**config.mk**
```make
export PLATFORM = sky130hd
export DESIGN_NAME = stp_word_deser_flat
export DESIGN_NICKNAME = d
export VERILOG_FILES = /design/src/rtl/stp_word_deser_pkg.sv /design/src/rtl/stp_word_deser_if.sv /design/src/rtl/stp_word_deser_beat_counter.sv /design/src/rtl/stp_word_deser.sv /design/src/flat_wrapper.sv
export SDC_FILE = /design/constraint.sdc
export NUM_CORES = 1
export LEC_CHECK = 0
export CORE_ASPECT_RATIO = 0.6
export CORE_UTILIZATION = 40
export DETAILED_ROUTE_END_ITERATION = 8
export GPL_TIMING_DRIVEN = 0
export PLACE_DENSITY = 0.67
export SLEW_MARGIN = 20
export SYNTH_ARGS = -nofsm -noshare
export SYNTH_HDL_FRONTEND = slang
export SYNTH_SLANG_ARGS = --single-unit
export TNS_END_PERCENT = 1
```
**constraint.sdc**
```tcl
create_clock -name clk -period 3.7 [get_ports clk]
set_input_delay 0.555 -clock clk [delete_from_list [all_inputs] [get_ports clk]]
set_output_delay 0.555 -clock clk [all_outputs]
set_load 0.02 [all_outputs]
```
**src/rtl/stp_word_deser_pkg.sv**
```systemverilog
// Shared types and constants for the serial-to-parallel word deserialiser.
package stp_pkg;

  typedef enum logic {
    STP_DIR_LSB = 1'b0,
    STP_DIR_MSB = 1'b1
  } stp_dir_t;

  typedef enum logic {
    STP_EMPTY = 1'b0,
    STP_FULL  = 1'b1
  } stp_hold_t;

  localparam int unsigned DROP_CNT_W = 8;

  // Saturating increment for the dropped-word counter.
  function automatic logic [DROP_CNT_W-1:0] drop_sat_inc(input logic [DROP_CNT_W-1:0] v);
    logic [DROP_CNT_W-1:0] one;
    one = {{(DROP_CNT_W-1){1'b0}}, 1'b1};
    return (&v) ? v : (v + one);
  endfunction

endpackage

```
**src/rtl/stp_word_deser_if.sv**
```systemverilog
// Beat input / word output bus of stp_word_deser.
// drop_count is present only when STP_DROP_CNT_EN is defined.
interface stp_word_deser_if #(
  parameter int unsigned IN_W       = 1,
  parameter int unsigned WORD_BEATS = 16
);
  import stp_pkg::*;

  localparam int unsigned W = IN_W * WORD_BEATS;

  logic            shift_enable;
  logic [IN_W-1:0] serial_in;
  logic            msb_first;
  logic            sync;
  logic            out_ready;
  logic            clear_err;
  logic            out_valid;
  logic [W-1:0]    parallel_out;
  logic            overrun;
`ifdef STP_DROP_CNT_EN
  logic [DROP_CNT_W-1:0] drop_count;
`endif

  modport master (
    output shift_enable, serial_in, msb_first, sync, out_ready, clear_err,
`ifdef STP_DROP_CNT_EN
    input  drop_count,
`endif
    input  out_valid, parallel_out, overrun
  );

  modport slave (
    input  shift_enable, serial_in, msb_first, sync, out_ready, clear_err,
`ifdef STP_DROP_CNT_EN
    output drop_count,
`endif
    output out_valid, parallel_out, overrun
  );

endinterface

```
**src/rtl/stp_word_deser_beat_counter.sv**
```systemverilog
// Rollover beat counter with synchronous clear, enable and terminal-count flag.
module stp_beat_counter #(
  parameter  int unsigned MAX = 16,
  localparam int unsigned CW  = (MAX > 1) ? $clog2(MAX) : 1
) (
  input  logic          clk,
  input  logic          rst,
  input  logic          clr_i,
  input  logic          en_i,
  output logic [CW-1:0] count_o,
  output logic          zero_o,
  output logic          tc_o
);

  localparam logic [CW-1:0] LAST = CW'(MAX - 1);

  logic [CW-1:0] count_q;
  logic [CW-1:0] count_d;
  logic [CW-1:0] base_s;

  // Next count: clear first, then a same-cycle enable advances from zero.
  always_comb begin
    base_s  = clr_i ? {CW{1'b0}} : count_q;
    count_d = base_s;
    if (en_i) begin
      if (base_s == LAST) begin
        count_d = {CW{1'b0}};
      end else begin
        count_d = base_s + CW'(1);
      end
    end else begin
      count_d = base_s;
    end
  end

  // Count register.
  always_ff @(posedge clk or posedge rst) begin
    if (rst) begin
      count_q <= {CW{1'b0}};
    end else begin
      count_q <= count_d;
    end
  end

  assign count_o = count_q;
  assign zero_o  = (count_q == {CW{1'b0}});
  assign tc_o    = (count_q == LAST);

endmodule

```
**src/rtl/stp_word_deser.sv**
```systemverilog
// Serial-to-parallel word deserialiser with a one-word holding register.
// Optional feature macro: STP_DROP_CNT_EN adds a saturating dropped-word counter.
module stp_word_deser
  import stp_pkg::*;
#(
  parameter int unsigned IN_W       = 1,
  parameter int unsigned WORD_BEATS = 16,
  parameter logic        FILL_BIT   = 1'b1
) (
  input logic             clk,
  input logic             rst,
  stp_word_deser_if.slave bus
);

  localparam int unsigned W  = IN_W * WORD_BEATS;
  localparam int unsigned CW = (WORD_BEATS > 1) ? $clog2(WORD_BEATS) : 1;
  localparam logic [W-1:0] FILL = {W{FILL_BIT}};

  logic [W-1:0]  sr_q, sr_d, sr_base_s;
  stp_dir_t      dir_q, dir_d, dir_use_s;
  stp_hold_t     hold_q;
  logic [W-1:0]  par_q;
  logic          overrun_q;
  logic [CW-1:0] cnt_s;
  logic          cnt_zero_s, cnt_tc_s;
  logic          first_s, complete_s, drop_s;

  stp_beat_counter #(.MAX(WORD_BEATS)) u_beat_cnt (
    .clk     (clk),
    .rst     (rst),
    .clr_i   (bus.sync),
    .en_i    (bus.shift_enable),
    .count_o (cnt_s),
    .zero_o  (cnt_zero_s),
    .tc_o    (cnt_tc_s)
  );

  // A sync collapses the word to beat 0, so the same-cycle beat starts fresh.
  assign first_s    = bus.sync | cnt_zero_s;
  assign complete_s = bus.shift_enable & ~bus.sync & cnt_tc_s;
  assign drop_s     = complete_s & (hold_q == STP_FULL) & ~bus.out_ready;

  // Shift register and latched direction next-state.
  always_comb begin
    sr_base_s = bus.sync ? FILL : sr_q;
    dir_use_s = first_s ? stp_dir_t'(bus.msb_first) : dir_q;
    sr_d      = sr_base_s;
    dir_d     = dir_q;
    if (bus.shift_enable) begin
      dir_d = dir_use_s;
      if (dir_use_s == STP_DIR_MSB) begin
        sr_d = {sr_base_s[W-IN_W-1:0], bus.serial_in};
      end else begin
        sr_d = {bus.serial_in, sr_base_s[W-1:IN_W]};
      end
    end else begin
      sr_d  = sr_base_s;
      dir_d = dir_q;
    end
  end

  // Shift register and direction state.
  always_ff @(posedge clk or posedge rst) begin
    if (rst) begin
      sr_q  <= FILL;
      dir_q <= STP_DIR_MSB;
    end else begin
      sr_q  <= sr_d;
      dir_q <= dir_d;
    end
  end

  // Holding-register FSM with registered word and sticky overrun.
  always_ff @(posedge clk or posedge rst) begin
    if (rst) begin
      hold_q    <= STP_EMPTY;
      par_q     <= FILL;
      overrun_q <= 1'b0;
    end else begin
      case (hold_q)
        STP_EMPTY: begin
          if (complete_s) begin
            hold_q <= STP_FULL;
            par_q  <= sr_d;
          end
        end
        STP_FULL: begin
          if (complete_s && bus.out_ready) begin
            par_q <= sr_d;
          end else if (!complete_s && bus.out_ready) begin
            hold_q <= STP_EMPTY;
          end
        end
        default: begin
          hold_q <= STP_EMPTY;
        end
      endcase
      if (drop_s) begin
        overrun_q <= 1'b1;
      end else if (bus.clear_err) begin
        overrun_q <= 1'b0;
      end
    end
  end

`ifdef STP_DROP_CNT_EN
  logic [DROP_CNT_W-1:0] drop_cnt_q;

  // Dropped-word counter; a drop beside a clear restarts the count at one.
  always_ff @(posedge clk or posedge rst) begin
    if (rst) begin
      drop_cnt_q <= {DROP_CNT_W{1'b0}};
    end else if (drop_s) begin
      drop_cnt_q <= bus.clear_err ? {{(DROP_CNT_W-1){1'b0}}, 1'b1} : drop_sat_inc(drop_cnt_q);
    end else if (bus.clear_err) begin
      drop_cnt_q <= {DROP_CNT_W{1'b0}};
    end
  end

  assign bus.drop_count = drop_cnt_q;
`endif

  assign bus.out_valid    = (hold_q == STP_FULL);
  assign bus.parallel_out = par_q;
  assign bus.overrun      = overrun_q;

endmodule

```
**src/flat_wrapper.sv**
```systemverilog
// flat-port wrapper written by rule: the top's interface ports become plain ports
module stp_word_deser_flat import stp_pkg::*;
#(
  parameter int unsigned IN_W       = 1,
  parameter int unsigned WORD_BEATS = 16,
  parameter logic        FILL_BIT   = 1'b1
)
  (clk, rst, bus_shift_enable, bus_serial_in, bus_msb_first, bus_sync, bus_out_ready, bus_clear_err, bus_out_valid, bus_parallel_out, bus_overrun);
  stp_word_deser_if #(.IN_W(IN_W), .WORD_BEATS(WORD_BEATS)) bus_i ();
  input logic clk;
  input logic rst;
  input wire logic [$bits(bus_i.shift_enable)-1:0] bus_shift_enable;
  input wire logic [$bits(bus_i.serial_in)-1:0] bus_serial_in;
  input wire logic [$bits(bus_i.msb_first)-1:0] bus_msb_first;
  input wire logic [$bits(bus_i.sync)-1:0] bus_sync;
  input wire logic [$bits(bus_i.out_ready)-1:0] bus_out_ready;
  input wire logic [$bits(bus_i.clear_err)-1:0] bus_clear_err;
  output wire logic [$bits(bus_i.out_valid)-1:0] bus_out_valid;
  output wire logic [$bits(bus_i.parallel_out)-1:0] bus_parallel_out;
  output wire logic [$bits(bus_i.overrun)-1:0] bus_overrun;
  assign bus_i.shift_enable = bus_shift_enable;
  assign bus_i.serial_in = bus_serial_in;
  assign bus_i.msb_first = bus_msb_first;
  assign bus_i.sync = bus_sync;
  assign bus_i.out_ready = bus_out_ready;
  assign bus_i.clear_err = bus_clear_err;
  assign bus_out_valid = bus_i.out_valid;
  assign bus_parallel_out = bus_i.parallel_out;
  assign bus_overrun = bus_i.overrun;
  stp_word_deser #(.IN_W(IN_W), .WORD_BEATS(WORD_BEATS), .FILL_BIT(FILL_BIT)) u_core (.clk(clk), .rst(rst), .bus(bus_i));
endmodule
```
## Word level (Yosys, flattened, before mapping)

Cells that the tools add are included.
W data, S select, Z words.

| operators by class | value |
|---|---|
| reductions and logical operators | 6 |
| equality and inequality tests | 4 |
| div/mod/pow operators | 0 |
| mux-type cells | 16 |
| order comparisons | 0 |
| multipliers | 0 |
| shift-type cells | 0 |
| add/subtract/negate cells | 1 |
| bitwise gates (word level) | 8 |

Operator list:

| cell | number |
|---|---|
| $mux W16 | 5 |
| $pmux W16 S2 | 1 |
| $mux W4 | 3 |
| $eq A4 B4 Y1 const B | 2 |
| $mux W1 | 6 |
| $add A4 B1 Y4 const B | 1 |
| $and A1 B1 Y1 | 4 |
| $logic_not A4 Y1 | 1 |
| $not A1 Y1 | 3 |
| $logic_and A1 B1 Y1 | 2 |
| $ne A2 B1 Y1 const B | 1 |
| $ne A2 B2 Y1 const B | 1 |
| $pmux W1 S2 | 1 |
| $reduce_and A2 Y1 | 1 |
| $reduce_bool A2 Y1 | 1 |
| $logic_not A1 Y1 | 1 |
| $or A1 B1 Y1 | 1 |

| word-level totals | value |
|---|---|
| bits in latches | 0 |
| bits of input ports | 8 |
| memory bits (writable) | 0 |
| memory bits (read-only) | 0 |
| flip-flop bits (word level) | 39 |
| memories kept | 0 |
| logic and storage cells | 41 |

## Longest topological paths before layout

| depth | value |
|---|---|
| depth after elaboration | 8 |
| depth in mapped cells | 6 |
| mapped depth without buffers | 5 |

## Hierarchy

From an unflattened synthesis, not the netlist that was laid out.

| unflattened totals | value |
|---|---|
| cells, all modules | 198 |
| area, all modules | 2145.8 um^2 |

Modules (own cells, without submodules):

| module | area each (um^2) | instances | cells each | seq. area each (um^2) |
|---|---|---|---|---|
| stp_word_deser | 1935.6 | 1 | 176 | 917.1 |
| stp_beat_counter | 210.2 | 1 | 22 | 100.1 |

## Worst setup path before layout

OpenSTA, ideal clock, no wires.

| timing | value |
|---|---|
| path type | input -> register |
| start | input bus_sync |
| end | register u_core.par_q[11] (netlist: u_core.bus.parallel_out[11]) |
| stages | 5 |
| path buffers | 2 |
| slack | 1.748 ns |
| arrival time | 1.870 ns |
| cells stage by stage | nand2b_1 -> buf_2 -> nor4b_4 -> buf_6 -> mux2_2 |

| between the ends | value |
|---|---|
| longest elaborated chain between the ends | 6 |

RTL lines:

| what | line | RTL |
|---|---|---|
| from (decl) | flat_wrapper.sv:15 | `input wire logic [$bits(bus_i.sync)-1:0] bus_sync;` |
| $or A1 B1 Y1 or $not A1 Y1 (tied branches) | stp_word_deser.sv:39, stp_word_deser.sv:40 |  |
| $mux W1 or $and A1 B1 Y1 (tied branches) | stp_word_deser.sv:46, stp_word_deser.sv:40 |  |
| $mux W16 or $and A1 B1 Y1 (tied branches) | stp_word_deser.sv:51, stp_word_deser.sv:40 |  |
| $mux W16 or $logic_and A1 B1 Y1 (tied branches) | stp_word_deser.sv:49, stp_word_deser.sv:88 |  |
| $mux W16, or another cell as far along | stp_word_deser.sv:88 | `if (complete_s && bus.out_ready) begin` |
| $pmux W16 S2 or $reduce_and A2 Y1 (tied branches) | -- |  |
| to (signal assigned) | stp_word_deser.sv:84 | `par_q <= sr_d;` |
| to (signal assigned) | stp_word_deser.sv:89 | `par_q <= sr_d;` |
| to (decl) | stp_word_deser.sv:22 | `logic [W-1:0] par_q;` |

Several ways; a longest one is shown, not always the timed one. The select of a mux whose other input is x is not followed.
A chain may end at the register's enable or synchronous reset.

## Worst setup path after layout

Same ends and word-level chain as after synthesis.

==> flow_metrics.tcl <==
set metrics [dict create \
    clock_latency_ns 0.29 \
    wl_per_cell_um 14.25 \
    end_kind "flop" \
    final_layout_size_suffix_gt1_share_pct 34.57 \
    syn_to_final_growth_pct 22.51 \
    grt_pass1_wl_um 6354 \
    cts_htree_levels 2 \
    required_ns 3.92 \
    cts_root_buffer "clkbuf_8" \
    worst_clock_skew_ns 0.004451 \
    yosysSeqAreaShare_pct 53.21 \
    grt.overflow.total 0 \
    tns_ns 0 \
    syn_area_per_cell_sq_um 12.41 \
    fin_nets 196 \
    cap_violations 0 \
    cts.sinks 39 \
    power.leakage_uw 0.0009061 \
    setup_violations 0 \
    postCtsSetupBuffers 0 \
    io_buffers 25 \
    clk_path_buf_depth 2 \
    critical_path_class "input port to flop" \
    vias 1306 \
    first_pass_iters 4 \
    path_max_fanout 10 \
    layout_min_cycle_time_ns 2.433 \
    min_path_type "flop to flop" \
    yosys.area.top_type "dfstp_2" \
    tightest_slew_ns 0.6623 \
    synthesis.area_sq_mm 0.001912 \
    post-route-drc-count 0 \
    final_util_pct 51.05 \
    cp.arrival_ns 2.65 \
    crit_end "u_core.bus.parallel_out[11]$_DFFE_PP1P_" \
    cts_tree "done" \
    core_sq_mm 0.004588 \
    rows 19 \
    drt-total-wl_um 3576 \
    worst_slack_ns 1.267 \
    yosysUniqueCellTypes 34 \
    dp_cells 243 \
    relSlewSlack_pct 55.66 \
    clk_pin_slew_worst_paths_ns 0.07 \
    fin_cells 251 \
    grt.total_usage_pct 16.16 \
    fmax_mhz 411.1 \
    synth_top_area_share_pct 45.35 \
    start_util_pct 41.67 \
    r2r-end "u_core.bus.parallel_out[0]$_DFFE_PP1P_" \
    numCtsBuffers 5 \
    final-hold-violation-count 0 \
    gp_congestion 0.7441 \
    grt_pass1_vias 1365 \
    synth.area.top_cells "dfstp_2 45%, mux2i_1 9.4%, dfrtp_1 7.9%" \
    syn_inst 154 \
    drtAntennaViolNets 0 \
    setup.worst_path.start_class "input port" \
    critPathLaunch "bus_sync" \
    antenna_found_initial 0 \
    synth-seq-cells 39 \
    reg2reg_depth 5 \
    finalMaxSlewViolations 0 \
    ios 26 \
    dp_hpwl_um 2661 \
    hold_depth 2 \
    grt_max_degree 34 \
    drt_iter0_markers 47 \
    ir_worst_vdd_mv 0.1849 \
    post-route-period-util_pct 65.75 \
    rsz0062_at_grt "no" \
    viasPerCell 5.203 \
    antenna_cells 0 \
    cts_resized 0 \
    r2r_setup_slack_ns 1.58 \
    dieHeight_um 55.55 \
    status "completed" \
    whs_ns 0.4720 \
    hold_buffers 0 \
    die_x_um 91.25 \
    place_ws_ns 0.9346 \
    p_per_area_mw_per_mm2 387.2 \
    syn-num-nets 163 \
    ys_warn_count 0 \
    dieArea_sq_mm 0.005069 \
    worstReg2RegStart "u_core.u_beat_cnt.count_o[2]$_DFF_PP0_" \
]
sequential cells by signal, indices dropped and copies added, names as in the netlist:
signal                     cells
u_core.bus.parallel_out       16
u_core.sr_q                   16
u_core.u_beat_cnt.count_o      4
u_core.bus.out_valid           1
u_core.bus.overrun             1
u_core.dir_q                   1
kinds of logic (layout without fill, tap and decap cells):
kind of cell,after synthesis,count (layout),share of synthesized area (%)
adder cells (fa/ha/maj),1,1,0.6543
XOR/XNOR,2,2,0.9164
multiplexers,35,35,20.22
AND/OR/NAND/NOR,40,40,11.65
AO/OA/AOI/OAI,26,26,9.884
buffers and inverters,11,45,3.468
flip-flops,39,39,53.21
stage by stage:
step | area [sq um] | total power, uW
after floorplan | 1912 | 589.3
after global placement | 2241 | 631.6
after detailed placement | 2261 | 638.9
after CTS | 2342 | 917.9
after global routing | 2342 | 951.2
final | 2342 | 907.0
layout by cell type (no fill, tap or decap):
master and n:
o32ai_1 2, inv_2 1, nor4b_4 1, a21oi_1 2
xnor2_1 1, ha_1 1, o311ai_0 1, nand2_1 6
inv_1 3, o31a_1 2, buf_6 1, nand2b_1 2
o21a_1 12, xor2_1 1, o31ai_1 1, a21boi_0 1
a211oi_1 1, mux2_2 13, or3_1 2, or4b_2 1
clkbuf_8 5, nor2_1 19, buf_2 1, clkinv_2 1
clkdlybuf4s50_1 25, nor2b_1 6, o22ai_1 1, dfstp_2 33
nand3_1 1, dfrtp_1 6, mux2_4 4, a31oi_1 1
or2_2 1, clkbuf_1 6, mux2i_1 18, nor4_4 1
o21ai_0 2, buf_12 2
metal layers:
| layer | wire, um | track usage (%) | part of all wire (%) |
|---|---|---|---|
| met1 | 1771 | 20.68 | 50 |
| met5 | 0 | 0 | 0 |
| met4 | 34 | 5.215 | 0.95 |
| met2 | 1626 | 26.73 | 45 |
| met3 | 143 | 4.545 | 4.0 |
Yosys cell counts:
cell type   n
nand3_1     1
o311ai_0    1
o22ai_1     1
o31a_1      2
buf_12      1
dfstp_2    33
nor4b_4     1
buf_2       1
clkbuf_1    4
a31oi_1     1
nor2b_1     6
ha_1        1
dfrtp_1     6
o32ai_1     2
inv_1       4
a211oi_1    1
o21a_1     12
nor4_4      1
o31ai_1     1
a21boi_0    1
xnor2_1     1
or4b_2      1
o21ai_0     2
nor2_1     19
mux2_4      4
or2_2       1
nand2_1     6
xor2_1      1
nand2b_1    2
buf_6       1
mux2_2     13
or3_1       2
a21oi_1     2
mux2i_1    18
layout make-up:
type | count | area, sq um
fillers | 416 | 2246
flip-flops and latches | 39 | 1017
multi-input cells | 104 | 828.3
repair buffers | 26 | 270.3
well taps | 63 | 78.83
clock buffers | 7 | 76.32
plain buffers | 7 | 51.30
inverters | 4 | 15.01
clock inverters | 1 | 5.005
worst min-delay path by stage:
stage | start | endpoint | slack (ns)
after floorplan | u_core.bus.parallel_out[0]$_DFFE_PP1P_ | u_core.bus.parallel_out[0]$_DFFE_PP1P_ | 0.50
after global placement | u_core.bus.parallel_out[0]$_DFFE_PP1P_ | u_core.bus.parallel_out[0]$_DFFE_PP1P_ | 0.45
after detailed placement | u_core.bus.parallel_out[0]$_DFFE_PP1P_ | u_core.bus.parallel_out[0]$_DFFE_PP1P_ | 0.46
after CTS | u_core.bus.parallel_out[0]$_DFFE_PP1P_ | u_core.bus.parallel_out[0]$_DFFE_PP1P_ | 0.48
after global routing | u_core.bus.parallel_out[0]$_DFFE_PP1P_ | u_core.bus.parallel_out[0]$_DFFE_PP1P_ | 0.51
final | u_core.bus.parallel_out[0]$_DFFE_PP1P_ | u_core.bus.parallel_out[0]$_DFFE_PP1P_ | 0.47
power breakdown:
part	switching, uW	leakage, uW	internal, uW
Sequential	16.9	0.000426	457
Combinational	75.7	0.000438	81.7
Clock	143	0.0000422	132
Total	236	0.000906	671
critical path: stages:
cell,delay [ns]
clkdlybuf4s50_1,0.49
nand2b_1,0.17
buf_2,0.18
nor4b_4,0.65
buf_6,0.25
mux2_2,0.35
(Power assumes the default switching activity.)
